===== src/rtl/pipeline_hazard_ctrl.sv =====
// rtl/pipeline_hazard_ctrl.sv - 5-stage pipeline sequencer: valid bits, IR loads, RAW stall, branch flush, halt
module pipeline_hazard_ctrl #(
  parameter int CNT_W = 16
) (
  input  logic             clock,
  input  logic             reset,
  input  logic [7:0]       ir3,
  input  logic [7:0]       ir4,
  input  logic [7:0]       ir5,
  input  logic             br_taken,
  output logic             PCWrite,
  output logic             PCSel,
  output logic             IR1Load,
  output logic             IR2Load,
  output logic             IR3Load,
  output logic             IR4Load,
  output logic             IR5Load,
  output logic [4:0]       valid,
  output logic             RFWrite,
  output logic             halted,
  output logic [CNT_W-1:0] stall_cnt
);

  typedef enum logic [1:0] {S_INIT, S_RUN, S_HALT} state_t;

  state_t state;

  // Instruction writes a register (LOAD, ADD, SUB, NAND, ORI, SHIFT).
  function automatic logic writes_reg(input logic [7:0] ir);
    logic w;
    casez (ir[3:0])
      4'b0000, 4'b0100, 4'b0110, 4'b1000, 4'b?111, 4'b?011: w = 1'b1;
      default: w = 1'b0;
    endcase
    return w;
  endfunction

  // Destination register; ORI always targets R1.
  function automatic logic [1:0] dest_reg(input logic [7:0] ir);
    return (ir[2:0] == 3'b111) ? 2'd1 : ir[7:6];
  endfunction

  // One-hot set of registers read by the instruction.
  function automatic logic [3:0] read_mask(input logic [7:0] ir);
    logic [3:0] m;
    casez (ir[3:0])
      4'b0000:                   m = 4'b0001 << ir[5:4];
      4'b0010, 4'b0100,
      4'b0110, 4'b1000:          m = (4'b0001 << ir[7:6]) | (4'b0001 << ir[5:4]);
      4'b?111:                   m = 4'b0010;
      4'b?011:                   m = 4'b0001 << ir[7:6];
      default:                   m = 4'b0000;
    endcase
    return m;
  endfunction

  function automatic logic is_branch(input logic [7:0] ir);
    return (ir[3:0] == 4'b0101) || (ir[3:0] == 4'b1001) || (ir[3:0] == 4'b1101);
  endfunction

  logic [3:0] rf_reads;
  logic       haz_ex;
  logic       haz_wb;
  logic       act_stop;
  logic       act_flush;
  logic       act_stall;
  logic       do_flush;
  logic       do_stall;
  logic       unused_ir_bits;

  // Only opcode and Rx matter for the EX/WB writers.
  assign unused_ir_bits = ^{ir4[5:4], ir5[5:4]};

  // Decode this cycle's action; STOP beats FLUSH beats STALL, otherwise ADVANCE.
  always_comb begin
    rf_reads  = read_mask(ir3);
    haz_ex    = valid[3] & writes_reg(ir4) & rf_reads[dest_reg(ir4)];
    haz_wb    = valid[4] & writes_reg(ir5) & rf_reads[dest_reg(ir5)];
    act_stop  = valid[3] & (ir4[3:0] == 4'b0001);
    act_flush = valid[3] & is_branch(ir4) & br_taken;
    act_stall = valid[2] & (haz_ex | haz_wb);
    do_flush  = act_flush & ~act_stop;
    do_stall  = act_stall & ~act_stop & ~act_flush;
  end

  // Enables derived from the registered state and the current action.
  always_comb begin
    PCWrite = 1'b0;
    PCSel   = 1'b0;
    IR1Load = 1'b0;
    IR2Load = 1'b0;
    IR3Load = 1'b0;
    IR4Load = 1'b0;
    IR5Load = 1'b0;
    RFWrite = 1'b0;
    halted  = (state == S_HALT);
    if (state == S_RUN) begin
      RFWrite = valid[4] & writes_reg(ir5);
      IR4Load = 1'b1;
      IR5Load = 1'b1;
      if (!do_stall) begin
        PCWrite = 1'b1;
        PCSel   = ~do_flush;
        IR1Load = 1'b1;
        IR2Load = 1'b1;
        IR3Load = 1'b1;
      end
    end
  end

  // State, valid bits and the saturating stall/flush counter.
  always_ff @(posedge clock or posedge reset) begin
    if (reset) begin
      state     <= S_INIT;
      valid     <= 5'b00000;
      stall_cnt <= '0;
    end else begin
      case (state)
        S_INIT: state <= S_RUN;
        S_RUN: begin
          if (do_flush)
            valid <= {valid[3], 3'b000, 1'b1};
          else if (do_stall)
            valid <= {valid[3], 1'b0, valid[2:0]};
          else
            valid <= {valid[3:0], 1'b1};
          if ((do_flush || do_stall) && (stall_cnt != '1))
            stall_cnt <= stall_cnt + CNT_W'(1);
          if (act_stop)
            state <= S_HALT;
        end
        S_HALT: state <= S_HALT;
        default: state <= S_INIT;
      endcase
    end
  end

endmodule


===== config.mk =====
export PLATFORM = sky130hd
export DESIGN_NAME = pipeline_hazard_ctrl
export DESIGN_NICKNAME = d
export VERILOG_FILES = /design/src/rtl/pipeline_hazard_ctrl.sv
export SDC_FILE = /design/constraint.sdc
export NUM_CORES = 1
export LEC_CHECK = 0
export BUFFER_PORTS_ARGS = -buffer_cell sky130_fd_sc_hd__buf_2
export CORE_ASPECT_RATIO = 0.7
export CORE_MARGIN = 3
export CORE_UTILIZATION = 35
export CTS_BUF_LIST = sky130_fd_sc_hd__clkbuf_4 sky130_fd_sc_hd__clkbuf_8
export DETAILED_ROUTE_END_ITERATION = 8
export GPL_ROUTABILITY_DRIVEN = 0
export PLACE_DENSITY = 0.69
export SYNTH_ARGS = -nofsm -noshare
export SYNTH_HDL_FRONTEND = slang
export SYNTH_SLANG_ARGS = --single-unit

===== constraint.sdc =====
create_clock -name clock -period 3 [get_ports clock]
set_input_delay 0.45 -clock clock [delete_from_list [all_inputs] [get_ports clock]]
set_output_delay 0.45 -clock clock [all_outputs]
set_load 0.01 [all_outputs]

# == Yosys cells after proc, flatten, opt, wreduce, memory -nomap -nowiden ==
# Index checks and enable logic that the tools add are counted.
# word_totals
out_inout_bits,30
ff_bits,23
input_bits,27
elab_cells,84
# classes
n_bitwise,17
n_eq_ne,25
mux,20
addsub,1
reduce_logical,13
magnitude_cmp,2
shift,2
# ops
operator,count
$eq A4 B3 Y1 const B,7
$eq A4 B4 Y1 const B,5
$add A16 B1 Y16 const B,1
$ne A16 B16 Y1 const B,1
$pmux W4 S4,1
$and A1 B1 Y1,12
$logic_not A4 Y1,3
$reduce_or A6 Y1,2
$mux W1,11
$eq A3 B2 Y1 const B,3
$eq A3 B3 Y1 const B,3
$mux W4,2
$shl A1 B2 Y4 const A,2
$lt A2 B3 Y1 const B,2
$mux W2,3
$pmux W2 S3,1
$bmux W1 S2,2
$eq A4 B1 Y1 const B,1
$eq A4 B2 Y1 const B,1
$ne A2 B2 Y1 const B,2
$or A4 B4 Y4,1
$reduce_and A2 Y1,2
$reduce_or A4 Y1,1
$logic_or A1 B1 Y1,3
other kinds (6),8

# == Longest topological paths before layout ==
# depth
word_depth,13
depth_mapped,10
ltp_nobuf,8

# == Least setup slack after synthesis ==
# Ideal clock, no wire load.
# synth_timing
kind,input to output
start,in ir3[0]
end,out IR2Load
path_slack_ns,0.148
t_required_ns,2.550
path_buffers,2
stages,9
arrival_ns,2.402
path_cell_list,buf_2 or4_4 o22ai_1 nor3_1 a2111oi_4 a211oi_1 o31ai_2 inv_1 buf_4
# synth_between
elab_chain_cells,12
word_cells_on_any_way,21
cone_classes,eq/ne: 6; mux: 7; bitwise: 6; reduce/logical: 2
# synth_rtl
item,line_no,source
from (decl),7,"input logic [7:0] ir3,"
$eq A4 B2 Y1 (tied with other cells),46,casez (ir[3:0])
$reduce_or A4 Y1,46,
$pmux W4 S4 (*),46,
$bmux W1 S2 (on tied branches),"77, 78",
$mux W1 (on tied branches),"77, 78",
$and A1 B1 Y1 (on tied branches),"77, 78",
$or A1 B1 Y1 (*),81,act_stall = valid[2] & (haz_ex | haz_wb);
$and A1 B1 Y1 (*),81,
$and A1 B1 Y1 (*) (2 in series),83,do_stall = act_stall & ~act_stop & ~act_flush;
$mux W1 (*) (2 in series),--,
to (decl),14,"output logic IR2Load,"
# Every way passes the cells marked *; elsewhere a longest branch is shown, timed or not. The select of a mux whose other input is x is not followed.

# == Worst setup path in the final report ==
# layout_timing
start,in ir3[2]
end,out IR3Load
# layout_between
elab_chain_cells,12
word_cells_on_any_way,21
cone_classes,eq/ne: 6; mux: 7; bitwise: 6; reduce/logical: 2
# layout_rtl
item,line_no,source
$eq A4 B2 Y1 (tied with other cells),46,
$reduce_or A4 Y1,46,
$pmux W4 S4 (*),46,
$bmux W1 S2 (on tied branches),"77, 78",
$mux W1 (on tied branches),"77, 78",
$and A1 B1 Y1 (on tied branches),"77, 78",
$or A1 B1 Y1 (*),81,
$and A1 B1 Y1 (*),81,
$and A1 B1 Y1 (*) (2 in series),83,
$mux W1 (*),101,if (!do_stall) begin
$mux W1 (*),97,if (state == S_RUN) begin
to (decl),15,"output logic IR3Load,"
# Marked as above.

==> metrics.yaml <==
status: "completed"
grt_pass1_wl_um: 5950
slew_headroom: 0.427
cts_buffers: 3
yosysTopAreaCell: "dfrtp_1"
synthDominantCellAreaShare: 0.371
die_w_um: 85.6
insertion_delay_ps: 270
crit_chain: "buf_2 > or4_4 > o22ai_1 > nor2_1 > a221oi_2 > a211oi_1 > o31ai_2 > inv_1 > buf_2"
yosys_warnings: 0
hold_slack_ps: 348
slew_viol_final: 0
sequentialPowerShare: 0.390
port_buffers: 52
clock_sinks: 23
cts_tree: "done"
cpPeakStageDelay_ps: 550
ys.flop_type: "dfrtp_1"
hpwl_um: 2810
worstSetupPathType: "in -> out"
synth_edf_count: 0
worstPathRequired_ps: 2550
yosysSeqAreaShare: 0.371
pwr-share-clk: 0.181
cp.arrival_ps: 2420
routed_wl_um: 3670
wl_per_cell_um: 13.5
cp_max_fo: 6
clock_path_buffers: 2
p_per_area_nw_per_um2: 550
root_buffer: "clkbuf_8"
cp_slowest_cell: "or4_4"
power_leakage_uw: 0.000939
ys_ff_latch: 23
max_freq_mhz: 349
p_sw_frac: 0.384
initial_utilization: 0.379
cp-end-kind: "primary output"
vias_per_cell: 5.23
grt_usage: 0.143
p_int_uw: 658
die_height_um: 61.7
synthToLayoutAreaGrowth_pct: 25.3
first_iter_violations: 97
final_cell_mix: "52 x buf_2, 23 x dfrtp_1, 17 x nand2_1, 11 x xnor2_1"
timing.final.crit_share: 0.956
fp.coreArea_um2: 4090
hold_path_class: "in -> async"
die_area_um2: 5280
final-hold-violation-count: 0
instances_no_fill: 271
clkTransAtPathRegs_ps: 90
synth.cell_area_um2: 1550
nNetsFinal: 251
remaining_drc_errors: 0
drive_gt1_frac: 0.379
h-tree-depth: 1
layout_commonest_cell: "buf_2"
avgSynthCellArea_um2: 9.40
num_io_pins: 57
ir_drop_v: 0.000467
yosysUniqueCellTypes: 50
worst_pin_slew_ps: 859
synthTopCellsByArea: "dfrtp_1 37%, xnor2_1 6.2%, nand2_1 4.1%"
dr.pass1.iters: 4
n_antenna_cell: 0
synth_nets: 196
p_sw_uw: 411
crit_path_start_kind: "input pin"
combPwrFrac: 0.429
rows: 19
drtAntennaViolNets: 0
fin_crit_ps: 2870
synthCells: 165
grt_remaining_overflow: 0
grt_antenna_before_repair: 0
drv_cap: 0
setup_viol: 0
route.vias.total: 1416
skew_ps: 9.03
crit_top_cell: "buf_2"
place_inst: 264
async_flop_share: 1.00
grt_max_degree: 24
grt_pass1_vias: 1245
==> sequential cells by signal, summed over array words and instances, names as in the netlist <==
register   count
valid          5
state          2
stall_cnt     16
==> layout make-up <==
type | instances | area, um^2
clock buffers | 3 | 41.3
clock inverters | 1 | 5.00
fillers | 405 | 2140
inverters | 8 | 30.0
multi-input cells | 126 | 922
flip-flops and latches | 23 | 576
well taps | 52 | 65.1
repair buffers | 58 | 305
==> what timing repair did <==
item / CTS / global route
buffers inserted: 0 / 3
gates resized for setup: 0 / 6
endpoints found under the setup margin: 0 / 4
hold endpoints to repair: 0 / 0
hold buffers: 0 / 0
==> cells in the mapped netlist (all sizes together) (2+ instances only) <==
master    n
o21ai     8
nand4     8
a22o      3
nor3      4
mux2      2
a2111oi   2
nand3     5
or4       2
a211oi    2
a21oi     4
a22oi     2
a221oi    4
inv       8
clkbuf    2
o31ai     2
nand2b    5
xnor2    11
nand2    17
and2      2
or3b      2
nor2      6
and3      7
o22ai     3
xor2      5
buf       6
dfrtp    23
ha        4
or3       2
or2       3
==> per-layer routing <==
metal	vias to the layer above	track usage	wire, um
li1	718	-	-
met1	660	0.214	1880
met2	36	0.207	1510
met3	2	0.0461	263
met4	0	0.0203	14
met5	-	0	0
==> path summary, 6_finish.rpt <==
kind	from	to	slack [ps]	cells after the start
worst max-delay path	ir3[2]	IR3Load	130	9
worst min-delay path	reset	stall_cnt[10]	350	2
worst max register to register	stall_cnt[6]	stall_cnt[1]	800	8
worst min register to register	stall_cnt[4]	stall_cnt[4]	480	1
max in group asynchronous	reset	stall_cnt[7]	2120	2
min in group clock	stall_cnt[4]	stall_cnt[4]	480	1
==> power groups by stage <==
stage | clock network [uW] | registers (uW) | logic (uW)
3_5_place_dp | 0 | 422 | 440
6_report | 193 | 417 | 459
4_1_cts | 201 | 416 | 443
3_3_place_gp | 0 | 422 | 431
5_1_grt | 216 | 429 | 520
2_1_floorplan | 0 | 429 | 284
==> cells by family after synthesis <==
group	count (synthesis)	share of synthesized area
simple gates	68	0.248
flops	23	0.371
buf+inv	16	0.0540
mux	2	0.0145
xor+xnor	16	0.0903
fa+ha+maj	4	0.0323
compound gates	36	0.190
==> critical path, delay by kind of cell <==
family,cells,cell delay (ps)
AO/OA/AOI/OAI,4,920
AND/OR/NAND/NOR,2,650
buffers and inverters,3,390
==> metrics by stage <==
stage	util	TNS (ps)	power (uW)	cell area [um^2]	setup slack (ps)
CTS	0.463	0	1060	1890	42.4
global placement	0.451	0	853	1850	86.7
global route	0.476	-95.8	1160	1940	-34.4
detailed placement	0.451	0	861	1850	41.8
floorplan	-	0	714	1550	148
finish	0.476	0	1070	1940	133
Power figures use the tool's default switching activity.
